<file path="src/rtl/irq_ctrl.sv">
// AXI4-Lite interrupt controller: edge-latched status, per-source enables and a
// master enable, combined into one registered irq line.
module irq_ctrl #(
    parameter int C_S_AXI_ADDR_WIDTH = 5,
    parameter int C_NUM_INTR         = 4
) (
    input  logic                          s_axi_aclk,
    input  logic                          s_axi_aresetn,
    input  logic                          s_axi_awvalid,
    output logic                          s_axi_awready,
    input  logic [C_S_AXI_ADDR_WIDTH-1:0] s_axi_awaddr,
    input  logic                          s_axi_wvalid,
    output logic                          s_axi_wready,
    input  logic [31:0]                   s_axi_wdata,
    output logic                          s_axi_bvalid,
    input  logic                          s_axi_bready,
    output logic [1:0]                    s_axi_bresp,
    input  logic                          s_axi_arvalid,
    output logic                          s_axi_arready,
    input  logic [C_S_AXI_ADDR_WIDTH-1:0] s_axi_araddr,
    output logic [31:0]                   s_axi_rdata,
    output logic [1:0]                    s_axi_rresp,
    output logic                          s_axi_rvalid,
    input  logic                          s_axi_rready,
    input  logic [C_NUM_INTR-1:0]         intr_in,
    output logic                          irq
);

    localparam logic [2:0] IDX_ISR = 3'd0;
    localparam logic [2:0] IDX_IPR = 3'd1;
    localparam logic [2:0] IDX_IER = 3'd2;
    localparam logic [2:0] IDX_IAR = 3'd3;
    localparam logic [2:0] IDX_SIE = 3'd4;
    localparam logic [2:0] IDX_CIE = 3'd5;
    localparam logic [2:0] IDX_MER = 3'd6;

    logic [C_NUM_INTR-1:0] intr_q, isr_q, isr_d, ier_q, ier_d;
    logic [C_NUM_INTR-1:0] edge_det, iar_clr, wr_bits;
    logic                  mer_q, mer_d, irq_q, irq_d;
    logic                  awready_q, awready_d, bvalid_q, bvalid_d;
    logic                  arready_q, arready_d, rvalid_q, rvalid_d;
    logic [31:0]           rdata_q, rdata_d, rd_word;
    logic                  wr_en, rd_en;
    logic [2:0]            wr_idx, rd_idx;
    logic                  unused_bits;

    assign wr_idx      = s_axi_awaddr[4:2];
    assign rd_idx      = s_axi_araddr[4:2];
    assign wr_bits     = s_axi_wdata[C_NUM_INTR-1:0];
    assign unused_bits = ^{s_axi_awaddr, s_axi_araddr, s_axi_wdata};

    always_comb begin
        wr_en     = awready_q & s_axi_awvalid & s_axi_wvalid;
        rd_en     = arready_q & s_axi_arvalid;
        edge_det  = intr_in & ~intr_q;
        iar_clr   = (wr_en && wr_idx == IDX_IAR) ? wr_bits : '0;
        // A new edge beats a simultaneous acknowledge of the same bit.
        isr_d     = (isr_q & ~iar_clr) | edge_det;
        ier_d     = ier_q;
        mer_d     = mer_q;
        if (wr_en) begin
            case (wr_idx)
                IDX_IER: ier_d = wr_bits;
                IDX_SIE: ier_d = ier_q | wr_bits;
                IDX_CIE: ier_d = ier_q & ~wr_bits;
                IDX_MER: mer_d = s_axi_wdata[0];
                default: ;
            endcase
        end
        irq_d     = mer_q & (|(isr_q & ier_q));
        awready_d = s_axi_awvalid & s_axi_wvalid & ~bvalid_q & ~awready_q;
        bvalid_d  = wr_en | (bvalid_q & ~s_axi_bready);
        arready_d = s_axi_arvalid & ~rvalid_q & ~arready_q;
        rvalid_d  = rd_en | (rvalid_q & ~s_axi_rready);
    end

    // Read data is taken from pre-write register contents.
    always_comb begin
        rd_word = '0;
        case (rd_idx)
            IDX_ISR: rd_word[C_NUM_INTR-1:0] = isr_q;
            IDX_IPR: rd_word[C_NUM_INTR-1:0] = isr_q & ier_q;
            IDX_IER: rd_word[C_NUM_INTR-1:0] = ier_q;
            IDX_MER: rd_word[0]              = mer_q;
            default: ;
        endcase
        rdata_d = rd_en ? rd_word : rdata_q;
    end

    always_ff @(posedge s_axi_aclk or negedge s_axi_aresetn) begin
        if (!s_axi_aresetn) begin
            intr_q    <= '0;
            isr_q     <= '0;
            ier_q     <= '0;
            mer_q     <= 1'b0;
            irq_q     <= 1'b0;
            awready_q <= 1'b0;
            bvalid_q  <= 1'b0;
            arready_q <= 1'b0;
            rvalid_q  <= 1'b0;
            rdata_q   <= '0;
        end else begin
            intr_q    <= intr_in;
            isr_q     <= isr_d;
            ier_q     <= ier_d;
            mer_q     <= mer_d;
            irq_q     <= irq_d;
            awready_q <= awready_d;
            bvalid_q  <= bvalid_d;
            arready_q <= arready_d;
            rvalid_q  <= rvalid_d;
            rdata_q   <= rdata_d;
        end
    end

    assign s_axi_awready = awready_q;
    assign s_axi_wready  = awready_q;
    assign s_axi_bvalid  = bvalid_q;
    assign s_axi_bresp   = 2'b00;
    assign s_axi_arready = arready_q;
    assign s_axi_rvalid  = rvalid_q;
    assign s_axi_rdata   = rdata_q;
    assign s_axi_rresp   = 2'b00;
    assign irq           = irq_q;

endmodule

</file>
<file path="config.mk">
export PLATFORM = sky130hd
export DESIGN_NAME = irq_ctrl
export DESIGN_NICKNAME = d
export VERILOG_FILES = /design/src/rtl/irq_ctrl.sv
export SDC_FILE = /design/constraint.sdc
export NUM_CORES = 1
export LEC_CHECK = 0
export ABC_AREA = 1
export CORE_MARGIN = 5
export CORE_UTILIZATION = 34
export DETAILED_ROUTE_END_ITERATION = 10
export PLACE_DENSITY = 0.78
export SLEW_MARGIN = 25
export SYNTH_ARGS = -nofsm -noshare
export SYNTH_HDL_FRONTEND = slang
export SYNTH_SLANG_ARGS = --single-unit
</file>
<file path="constraint.sdc">
create_clock -name s_axi_aclk -period 1.17 [get_ports s_axi_aclk]
set_clock_uncertainty 0.1 [all_clocks]
set_input_delay 0.234 -clock s_axi_aclk [delete_from_list [all_inputs] [get_ports s_axi_aclk]]
set_output_delay 0.234 -clock s_axi_aclk [all_outputs]
set_load 0.03 [all_outputs]
</file>
==> impl_metrics.toml, run 1 <==
[floorplanning]
initial_core_util_pct = 35.48
core.rowCount = 22
die_h_um = 72.04
dieArea_um2 = 5190
core_um2 = 3689
io_pins = 95
dieWidth_um = 72.04

[setup_path]
arrival_ns = 0.92
start_kind = "register"
crit_chain = "buf_6 -> buf_6"
critPathRequiredTime_ns = 0.84
critPathSlowestCell = "dfrtp_2"
cp_top_family = "flip-flops"
worst_setup_path_end_kind = "output port"
r2r-start = "s_axi_awready$_DFF_PN0_"
slowest_delay_ns = 0.41
crit_buf_inv = 2
path_class = "register to output port"
cpMostUsedCell = "buf_6"
crit_start = "s_axi_awready$_DFF_PN0_"
r2r_setup_slack_ns = -0.04
path_max_fanout = 3

[grt]
grt_pass1_vias = 946
antenna_found_initial = 0
grt_max_degree = 23
grt_pass1_wl_um = 4077
grt_usage_pct = 9.643
overflow = 0

[flow_run]
cap_violations = 0

[yosys]
synth-edff-count = 0
yosys.area.top_type = "dfrtp_1"
ys_ff_latch = 22
synthCells = 166
yosysWarningCount = 0
synthDominantCellAreaShare_pct = 42.07
synth.most_common_cell = "nand2_1"
synth_area_um2 = 1309
synth.area.top_cells = "dfrtp_1, buf_4, nand2_1"
seq_area_frac_synth_pct = 42.07
ys_types = 20
avgSynthCellArea_um2 = 7.884
ys_async_sr_fraction_pct = 100.0
synth_common_cells = "nand2_1, buf_4, dfrtp_1"
ys.flop_type = "dfrtp_1"

[routing]
wire_per_inst_um = 9.958
num_vias = 1058
avgViaCountPerCell = 4.054
drt-initial-drc-count = 35
antenna_left = 0
totalWireLength_um = 2599
drc = 0
dr.pass1.iters = 4

[sta]
fin_crit_sh_pct = 107.4
fmax_mhz = 795.6
hold_viol = 0
rsz0062_at_grt = "true"
fin_crit_ns = 1.257
drv_slew = 0
setup_viol = 9
worst_slack_ns = -0.08696

[cts]
htreeDepth = 1
cts.clk_slew.worst_paths_ns = 0.08
clockBufferDepth = 2
cts.sinks = 22
cts_root_buf = "clkbuf_8"
clock_latency_ns = 0.26
tritoncts = "built"
numCtsBuffers = 3

[status]
violations = "setup timing"
status = "finished with violations"

[pwr]
totalPowerFinal_w = 0.002088
max-vdd-ir-drop_mv = 0.8300
power_density_nw_per_um2 = 1197
p_leak_nw = 0.9609

[layout]
fillers = 376
insertedDiodeCount = 0
areaGrowthSynthToFinish_pct = 33.27
drive_gt1_share_pct = 19.72
stdcell_count = 261
nNetsFinal = 267

[min_path]
hp-class = "primary input to asynchronous set/reset pin"

[place]
port_buffers = 30
globalplace.congestion = 0.8189
dpl.hpwl_um = 2057
dp_cells = 248
## layer usage
layer,track usage (%),part of all wire (%),vias to the layer above
met3,3.740,9.5,0
met2,15.92,48,44
li1,-,-,562
met1,12.55,42,452
met4,0.6263,0,0
met5,0,0,-
## power by group
part           switching, W  total (W)  leakage, nW  internal [W]
clock network      0.000227   0.000526       0.0288      0.000299
logic              0.000411   0.000663        0.666      0.000252
registers         0.0000558   0.000899        0.266      0.000843
## stage by stage
stage | util (%) | hold WS (ns) | setup WS, ns | area [um2] | setup TNS (ns)
after detailed placement | 42.71 | 0.3132 | -0.3803 | 1575 | -4.304
after global routing | 47.29 | 0.2095 | -0.1237 | 1744 | -0.9891
after floorplan | - | -0.1616 | -0.03129 | 1434 | -0.1656
after global placement | 42.71 | 0.2942 | -0.3546 | 1575 | -4.085
after CTS | 45.69 | 0.2069 | -0.09546 | 1685 | -0.1907
final | 47.29 | 0.2082 | -0.08696 | 1744 | -0.2674
## what timing repair did
| item | 4_1_cts | 5_1_grt |
|---|---|---|
| endpoints found under the setup margin | 14 | 21 |
| pin swaps | 3 | 7 |
| endpoints found under the hold margin | 0 | 0 |
| gates resized for setup | 10 | 11 |
| gates cloned | 1 | 0 |
| hold buffers | 0 | 0 |
| buffers inserted | 4 | 4 |
## placed cells by master, fill, tap and decap left out, types with 4 or more instances in the layout
cell and n:
nand2_1 38, nand4_1 8, conb_1 32, clkdlybuf4s50_1 14, dfrtp_1 21, buf_6 9
nand3_1 20, buf_4 15, inv_1 17, clkbuf_8 4, nor2_2 4, inv_2 4
## flip-flops by register name (all words and copies together) (netlist names)
name,flops
ier_q,4
s_axi_rdata,4
s_axi_arready,1
s_axi_awready,1
s_axi_rvalid,1
s_axi_bvalid,1
irq,1
isr_q,4
mer_q,1
intr_q,4
## cell type report
type / count / area (um2) / area share, %
clock buffers: 4 / 55.05 / 3.156
multi-input cells: 121 / 560.5 / 32.14
flip-flops and latches: 22 / 551.8 / 31.64
inverters: 21 / 78.83 / 4.519
well taps: 48 / 60.06 / 3.443
repair buffers: 45 / 437.9 / 25.11
## worst paths after layout
check                                          end  cells past startpoint
setup / recovery                     s_axi_awready                      2
hold / removal                ier_q[3]$_DFFE_PN0P_                      2
setup reg to reg                 mer_q$_DFFE_PN0P_                      6
hold reg to reg                 isr_q[0]$_DFF_PN0_                      1
max in group asynchronous  s_axi_awready$_DFF_PN0_                      2
min in group s_axi_aclk    s_axi_awready$_DFF_PN0_                      3
## cells by family after synthesis
logic type	share of synthesized area (%)
AOI/OAI and AO/OA	4.685
other	0.2865
DFF	42.07
and+or+nand+nor	27.15
buffers and inverters	25.81
(Power assumes the default switching activity.)
==> run 2: changes to the inputs <==
CORE_MARGIN = default   (was 5)
GPL_ROUTABILITY_DRIVEN = 1   (was default)
==> impl_metrics.toml, run 2 (synthesis results as in run 1) <==
[pwr]
p_leak_nw = 0.9781
power_density_nw_per_um2 = 1174
max-vdd-ir-drop_mv = 0.6785
totalPowerFinal_w = 0.002139

[floorplanning]
dieWidth_um = 64.04
die_h_um = 64.04
core.rowCount = 22
core_um2 = 3689
dieArea_um2 = 4101
initial_core_util_pct = 35.48
io_pins = 95

[routing]
wire_per_inst_um = 9.436
num_vias = 1130
totalWireLength_um = 2491
drt-initial-drc-count = 27
dr.pass1.iters = 4
avgViaCountPerCell = 4.280
antenna_left = 0
drc = 0

[setup_path]
path_max_fanout = 3
crit_chain = "buf_6 -> buf_6"
start_kind = "register"
slowest_delay_ns = 0.42
critPathRequiredTime_ns = 0.84
arrival_ns = 0.95
path_class = "register to output port"
worst_setup_path_end_kind = "output port"
critPathSlowestCell = "dfrtp_2"
cpMostUsedCell = "buf_6"

[status]
violations = "setup timing"
status = "finished with violations"

[cts]
cts_root_buf = "clkbuf_8"
numCtsBuffers = 3
clockBufferDepth = 2
cts.sinks = 22
htreeDepth = 1
postCtsHoldBufs = 0
cts.clk_slew.worst_paths_ns = 0.08
tritoncts = "built"
clock_latency_ns = 0.27

[grt]
grt_pass1_wl_um = 4209
antenna_found_initial = 0
grt_usage_pct = 13.06
overflow = 0
grt_max_degree = 23
grt_pass1_vias = 993

[layout]
stdcell_count = 264
drive_gt1_share_pct = 21.76
nNetsFinal = 270
final_common_cell = "nand2_1"
areaGrowthSynthToFinish_pct = 39.20
stdcell_area_um2 = 1822
insertedDiodeCount = 0
layout_common_cells = "nand2_1, conb_1, dfrtp_1, nand3_1, inv_1"

[sta]
drv_slew = 0
hold_viol = 0
setup_viol = 10
rsz0062_at_grt = "true"
worst_slack_ns = -0.1121
fmax_mhz = 780.0
fin_crit_ns = 1.282
fin_crit_sh_pct = 109.6

[flow_run]
cap_violations = 0

[place]
placed_area_um2 = 1583
dp_cells = 249
dpl.hpwl_um = 1818
port_buffers = 30
dp_slack_ns = -0.4118
globalplace.congestion = 0.8159

[min_path]
hp-class = "primary input to asynchronous set/reset pin"
-- run 2: changes by cell type in the layout (fill, tap and decap cells not counted), moves of 2 or more --
cell	before	now
buf_4	15	13
buf_6	9	13
nand2_2	0	2
nor2_2	4	0
nor2_4	2	4
-- run 2: layout make-up --
type,count,area [um2]
Multi-Input combinational cell,120,564.3
Sequential cell,22,551.8
Tap cell,48,60.06
Timing Repair Buffer,49,511.7
Fill cell,354,1867
Clock buffer,4,55.05
Inverter,21,78.83
-- run 2: per-stage QoR --
stage                     hold slack (ns)  utilization (%)  setup TNS (ns)
final                              0.2038            49.39         -0.5014
after global routing               0.2046            49.39          -1.239
after CTS                          0.2135            47.35         -0.5716
after detailed placement           0.3121            42.91          -4.330
after global placement             0.2944            42.91          -4.143
after floorplan                   -0.1616                -         -0.1656
-- run 2: metal layers --
layer	GRT usage [%]	vias up	part of all wire [%]
li1	-	562	-
met5	0	-	0
met4	3.409	0	0.96
met3	3.571	3	5.2
met2	22.61	42	50
met1	15.81	523	44
-- run 2: final timing paths --
path / from / to / slack, ns / cells after the start
min in group s_axi_aclk: s_axi_wvalid / s_axi_awready$_DFF_PN0_ / 0.25 / 3
max reg2reg: s_axi_awready$_DFF_PN0_ / ier_q[2]$_DFFE_PN0P_ / -0.07 / 7
min reg2reg: intr_q[0]$_DFF_PN0_ / isr_q[0]$_DFF_PN0_ / 0.31 / 1
max: s_axi_awready$_DFF_PN0_ / s_axi_awready / -0.11 / 2
min: s_axi_aresetn / s_axi_rdata[2]$_DFFE_PN0P_ / 0.20 / 2
max in group asynchronous: s_axi_aresetn / s_axi_awready$_DFF_PN0_ / 0.62 / 2
-- run 2: timing repair --
| item | CTS | global route |
|---|---|---|
| gates resized for setup | 15 | 15 |
| setup endpoints to repair | 13 | 23 |
| cloned | 1 | 0 |
| buffers inserted | 6 | 4 |
| pin swaps | 5 | 2 |
-- run 2: power breakdown --
group / internal, W / switching, W
Sequential: 0.000843 / 0.0000589
Clock: 0.000301 / 0.000253
Combinational: 0.000267 / 0.000416
-- run 2: worst max-delay path, delay by kind of cell, from the launching register on --
kind	cells	cell delay, ns
buf+inv	2	0.26
flops	1	0.42
